File: src/rtl/wb_master_bridge.sv
// Wishbone classic master bridging a valid/ready request stream to single-beat bus cycles.
// Requests are queued in a small FIFO; one bus cycle is in flight and responses come back in order.
module wb_master_bridge #(
  parameter int unsigned REQ_FIFO_DEPTH = 4,
  parameter int unsigned TIMEOUT_CYCLES = 256
) (
  input  logic        clk,
  input  logic        rstn_i,
  // request stream
  input  logic        req_valid_i,
  output logic        req_ready_o,
  input  logic        req_we_i,
  input  logic [31:0] req_adr_i,
  input  logic [31:0] req_dat_i,
  // response stream
  output logic        rsp_valid_o,
  input  logic        rsp_ready_i,
  output logic [31:0] rsp_dat_o,
  output logic        rsp_err_o,
  output logic        rsp_timeout_o,
  output logic        busy_o,
  // Wishbone master port
  output logic        wb_cyc_o,
  output logic        wb_stb_o,
  output logic        wb_we_o,
  output logic [31:0] wb_adr_o,
  output logic [31:0] wb_dat_ms_o,
  input  logic [31:0] wb_dat_sm_i,
  input  logic        wb_ack_i,
  input  logic        wb_err_i
);

  localparam int unsigned PtrW = (REQ_FIFO_DEPTH > 1) ? $clog2(REQ_FIFO_DEPTH) : 1;
  localparam int unsigned CntW = (TIMEOUT_CYCLES > 0) ? $clog2(TIMEOUT_CYCLES + 1) : 1;
  localparam int unsigned EntW = 65;
  localparam logic [PtrW:0]   FifoFull  = (PtrW + 1)'(REQ_FIFO_DEPTH);
  localparam logic [CntW-1:0] CntLast   = CntW'(TIMEOUT_CYCLES - 1);
  localparam logic [CntW-1:0] CntMax    = '1;
  localparam bit              TimeoutEn = (TIMEOUT_CYCLES != 0);

  typedef enum logic [1:0] {StIdle, StBus, StResp} state_e;

  // ---------------------------------------------------------------------------
  // Request FIFO
  // ---------------------------------------------------------------------------
  logic [EntW-1:0] fifo_mem_q [REQ_FIFO_DEPTH];
  logic [PtrW-1:0] wr_ptr_q, rd_ptr_q;
  logic [PtrW:0]   count_q, count_d;
  logic            push, pop, full, empty;
  logic [EntW-1:0] head;

  assign full        = (count_q == FifoFull);
  assign empty       = (count_q == '0);
  assign req_ready_o = rstn_i & ~full;
  assign push        = req_valid_i & req_ready_o;
  assign head        = fifo_mem_q[rd_ptr_q];

  always_comb begin
    count_d = count_q;
    unique case ({push, pop})
      2'b10:   count_d = count_q + (PtrW + 1)'(1);
      2'b01:   count_d = count_q - (PtrW + 1)'(1);
      default: count_d = count_q;
    endcase
  end

  always_ff @(posedge clk) begin
    if (!rstn_i) begin
      wr_ptr_q <= '0;
      rd_ptr_q <= '0;
      count_q  <= '0;
    end else begin
      if (push) wr_ptr_q <= wr_ptr_q + PtrW'(1);
      if (pop)  rd_ptr_q <= rd_ptr_q + PtrW'(1);
      count_q <= count_d;
    end
  end

  // Storage is not reset; occupancy is tracked by count_q alone.
  always_ff @(posedge clk) begin
    if (push) fifo_mem_q[wr_ptr_q] <= {req_we_i, req_adr_i, req_dat_i};
  end

  // ---------------------------------------------------------------------------
  // Bus FSM
  // ---------------------------------------------------------------------------
  state_e          state_q, state_d;
  logic            cyc_q, cyc_d;
  logic            we_q, we_d;
  logic [31:0]     adr_q, adr_d;
  logic [31:0]     dat_q, dat_d;
  logic [CntW-1:0] cnt_q, cnt_d;
  logic [31:0]     rsp_dat_q, rsp_dat_d;
  logic            rsp_err_q, rsp_err_d;
  logic            rsp_to_q, rsp_to_d;
  logic            launch;

  always_comb begin
    state_d   = state_q;
    cyc_d     = cyc_q;
    we_d      = we_q;
    adr_d     = adr_q;
    dat_d     = dat_q;
    cnt_d     = cnt_q;
    rsp_dat_d = rsp_dat_q;
    rsp_err_d = rsp_err_q;
    rsp_to_d  = rsp_to_q;
    launch    = 1'b0;

    unique case (state_q)
      StIdle: begin
        if (!empty) launch = 1'b1;
      end
      StBus: begin
        if (wb_err_i) begin
          rsp_err_d = 1'b1;
          rsp_to_d  = 1'b0;
          rsp_dat_d = '0;
          cyc_d     = 1'b0;
          state_d   = StResp;
        end else if (wb_ack_i) begin
          rsp_err_d = 1'b0;
          rsp_to_d  = 1'b0;
          rsp_dat_d = we_q ? 32'h0 : wb_dat_sm_i;
          cyc_d     = 1'b0;
          state_d   = StResp;
        end else begin
          if (cnt_q != CntMax) cnt_d = cnt_q + CntW'(1);
          // cnt_q holds the number of BUS cycles already elapsed before this one.
          if (TimeoutEn && (cnt_q == CntLast)) begin
            rsp_to_d  = 1'b1;
            rsp_err_d = 1'b0;
            rsp_dat_d = '0;
            cyc_d     = 1'b0;
            state_d   = StResp;
          end
        end
      end
      StResp: begin
        if (rsp_ready_i) begin
          if (!empty) launch = 1'b1;
          else        state_d = StIdle;
        end
      end
      default: state_d = StIdle;
    endcase

    if (launch) begin
      we_d    = head[64];
      adr_d   = head[63:32];
      dat_d   = head[31:0];
      cyc_d   = 1'b1;
      cnt_d   = '0;
      state_d = StBus;
    end
  end

  assign pop = launch;

  always_ff @(posedge clk) begin
    if (!rstn_i) begin
      state_q   <= StIdle;
      cyc_q     <= 1'b0;
      we_q      <= 1'b0;
      adr_q     <= '0;
      dat_q     <= '0;
      cnt_q     <= '0;
      rsp_dat_q <= '0;
      rsp_err_q <= 1'b0;
      rsp_to_q  <= 1'b0;
    end else begin
      state_q   <= state_d;
      cyc_q     <= cyc_d;
      we_q      <= we_d;
      adr_q     <= adr_d;
      dat_q     <= dat_d;
      cnt_q     <= cnt_d;
      rsp_dat_q <= rsp_dat_d;
      rsp_err_q <= rsp_err_d;
      rsp_to_q  <= rsp_to_d;
    end
  end

  assign wb_cyc_o      = cyc_q;
  assign wb_stb_o      = cyc_q;
  assign wb_we_o       = we_q;
  assign wb_adr_o      = adr_q;
  assign wb_dat_ms_o   = dat_q;

  assign rsp_valid_o   = (state_q == StResp);
  assign rsp_dat_o     = rsp_dat_q;
  assign rsp_err_o     = rsp_err_q;
  assign rsp_timeout_o = rsp_to_q;
  assign busy_o        = (state_q != StIdle) | ~empty;

endmodule

File: config.mk
export PLATFORM = sky130hd
export DESIGN_NAME = wb_master_bridge
export DESIGN_NICKNAME = d
export VERILOG_FILES = /design/src/rtl/wb_master_bridge.sv
export SDC_FILE = /design/constraint.sdc
export NUM_CORES = 1
export LEC_CHECK = 0
export ABC_AREA = 0
export ABC_CLOCK_PERIOD_IN_PS = 7200
export CAP_MARGIN = 20
export CORE_AREA = 8 8 165 167
export CTS_CLUSTER_SIZE = 20
export DETAILED_ROUTE_END_ITERATION = 8
export DIE_AREA = 0 0 173 175
export PLACE_DENSITY = 0.93
export SETUP_SLACK_MARGIN = 0.2
export SYNTH_ARGS = -nofsm -noshare
export SYNTH_HDL_FRONTEND = slang
export SYNTH_SLANG_ARGS = --single-unit
File: constraint.sdc
create_clock -name clk -period 7.2 [get_ports clk]
set_input_delay 1.44 -clock clk [delete_from_list [all_inputs] [get_ports clk]]
set_output_delay 1.44 -clock clk [all_outputs]
set_load 0.01 [all_outputs]
==> impl_results.md <==
- Status: complete, no violations
- DRT Pass-1 Iters: 5
- Die height: approximately 180 um
- 1st-iter DRT viols: 659
- Synth Register Bits: 378
- Clock sink count: 378
- Fill cells: 1504
- CP Max Fanout: 44
- Final setup TNS: 0 ps
- H-Tree Depth: 2
- Syn avg cell area: around 17 um2
- Final setup violation count: 0
- Synth area leader: edfxtp_1
- ANT nets after route: 0
- Port bufs: between 200 and 250
- Top cell type's share of synthesized area: between 50% and 60%
- Cell with the most instances after synthesis: edfxtp_1
- Worst-margin pin slew: between 1000 and 1500 ps
- Worst Setup SP: rstn_i
- Fin. Hold Viols: 0
- Synthesized area: around 0.014 mm2
- EDFF count, synth: between 200 and 300
- CP startpoint kind: input pin
- Nets: about 1200
- Max-slew violation count: 0
- Post-synth top cells: edfxtp_1 (260), dfxtp_1 (118), nand2_1 (72)
- RSZ-0062 raised after global routing: false
- Routed WL: 32000 um
- Main flop type after synthesis: edfxtp_1
- GP Congestion: approximately 0.84
- Critical path arrival: around 2800 ps
- Vias in the first global route: roughly 8600
- Clock Skews: 16.0 ps
- Placed instance area: 0.0163 mm2
- Pwr per Cell Area: around 360 mW/mm2
- Critical path endpoint category: output pin
- Site Rows: 58
- RR Startpoint: count_q[2]
- Routed length per instance: between 20 and 25 um
- Fmax: 238 MHz
- Peak VDD IR: between 0.3 and 0.4 mV
- Resized Gates After CTS: 0
- First-pass GRT wire length: 49100 um
- Max-cap viol count: 0
- Worst hold start: wb_dat_ms_o[1]
- DRC errors left: 0
- Hold depth: 2
- Share of layout cells above drive strength 1: about 14%
- Leakage: 0.00559 uW
- Relative slew slack: between 20% and 30%
- Kind of critical path: in -> out
- Synth area leaders: edfxtp_1 (56%), dfxtp_1 (17%), mux4_2 (10%)
- Io pins: between 200 and 250
- Required time of the critical path: approximately 5800 ps
- Syn_nets: 960
- Core ar.: 0.0247 mm2
- Cell count after synthesis: ~850
- Worst-case clock buffer depth: 3
- CTS tree: built
- Die width: about 170 um
- Synth async-reset ratio: 0%
- DR vias/cell: just under 6
- GRT overflow: 0
- Final Cycle Share: about three fifths
- Largest net degree at the start of global routing: 73
- Die area: between 0.03 and 0.04 mm2
- Hold-fix buffers, CTS: 0
- Synth warn: 0
- Post-CTS setup buffer count: 0
- Final Instance Area: about 0.018 mm2
- Initial antenna violation count: 1
- Tmin final: around 4200 ps
- Clk slew on worst S/H paths: 60 ps
- Synth cell types: 40
- Detailed Place HPWL: 18800 um
- R2R depth: 10
- Worst-skew pair later-pin latency: between 500 and 600 ps
- Initial Util: a little under three fifths
- Clock root buffer: clkbuf_16
- Vias: ~8000
- All-Layer GR Usage: between 20% and 30%
- CTS Buf Count: 37
- Layout Area Growth over Synthesis: 25.7%
- Hold crit path type: reg -> reg
- Seq/Total Area, Yosys: ~73%
==> cells in the final DEF (no fill, tap or decap), types with 5 or more instances in the layout <==
master	netlist	routed
a21oi_1	48	48
buf_4	3	7
bufinv_16	0	5
clkbuf_16	0	37
clkbuf_8	0	7
clkdlybuf4s50_1	0	205
clkinv_2	0	6
dfxtp_1	118	116
edfxtp_1	260	260
ha_1	8	8
inv_1	14	13
mux4_2	65	65
nand2_1	72	72
nand4_1	34	34
nor2_1	7	7
o21ai_0	40	40
o2bb2ai_1	65	65
o31ai_1	5	5
or3_1	5	5
==> stage by stage <==
| stage | setup WS [ps] | hold WS [ps] | std cells | util (%) | total power, uW |
|---|---|---|---|---|---|
| floorplan | 2950 | 438 | 848 | - | 3640 |
| finish | 3000 | 458 | 1399 | 71.3 | 6310 |
| CTS | 3010 | 462 | 1396 | 71.2 | 6340 |
| global placement | 2920 | 447 | 1329 | 66.0 | 4270 |
| detailed placement | 2820 | 453 | 1329 | 66.0 | 4330 |
| global route | 2900 | 483 | 1398 | 71.3 | 6550 |
==> flip-flops by register name (all words and copies together), names as in the netlist <==
signal and flops:
count_q 3, fifo_mem_q 260, rsp_err_o 1, wr_ptr_q 2, wb_adr_o 32, rsp_dat_o 32, cnt_q 9, wb_we_o 1
rsp_timeout_o 1, wb_dat_ms_o 32, wb_cyc_o 1, state_q 2, rd_ptr_q 2
==> cell type report <==
type | instances | area (um2) | area share [%]
Inverter | 15 | 56.3 | 0.320
Multi-Input combinational cell | 393 | 3530 | 20.0
Tap cell | 330 | 413 | 2.35
Antenna cell | 1 | 2.50 | 0.0142
Sequential cell | 378 | 10200 | 57.8
Timing Repair Buffer | 215 | 2140 | 12.2
Clock buffer | 48 | 1040 | 5.92
Clock inverter | 19 | 238 | 1.35
==> cell families (layout without fill, tap and decap cells) <==
family / after synthesis / in the layout / synth area share (%)
AOI/OAI and AO/OA: 163 / 163 / 7.79
muxes: 69 / 69 / 10.7
xor gates and xnor gates: 2 / 2 / 0.125
adders and majority gates: 9 / 9 / 0.858
other: 0 / 1 / 0
and+or+nand+nor: 150 / 150 / 5.47
buffers and inverters: 77 / 297 / 2.34
DFF: 378 / 378 / 72.7
==> worst max-delay path, cell delays in order <==
cell and delay (ps):
buf_2 130, inv_2 530, a21oi_1 110, clkdlybuf4s50_1 520
==> layer usage <==
layer | global-route usage, % | part of all wire (%)
met1 | 25.0 | 39
met2 | 36.3 | 52
met3 | 5.12 | 7.4
met4 | 6.04 | 2.0
met5 | 0 | 0.031
==> report_power, final <==
part | leakage, uW | switching [uW] | internal [uW] | total (uW)
sequential | 0.00332 | 201 | 2620 | 2820
combinational | 0.00164 | 754 | 731 | 1480
clock | 0.000629 | 793 | 1210 | 2000
==> path summary, 6_finish.rpt <==
path,endpoint,slack [ps]
setup / recovery,req_ready_o,3000
hold reg to reg,wb_dat_ms_o[1],460
hold / removal,wb_dat_ms_o[1],460
setup reg to reg,count_q[2],4230
No activity file was read; power rests on OpenSTA's default activity.
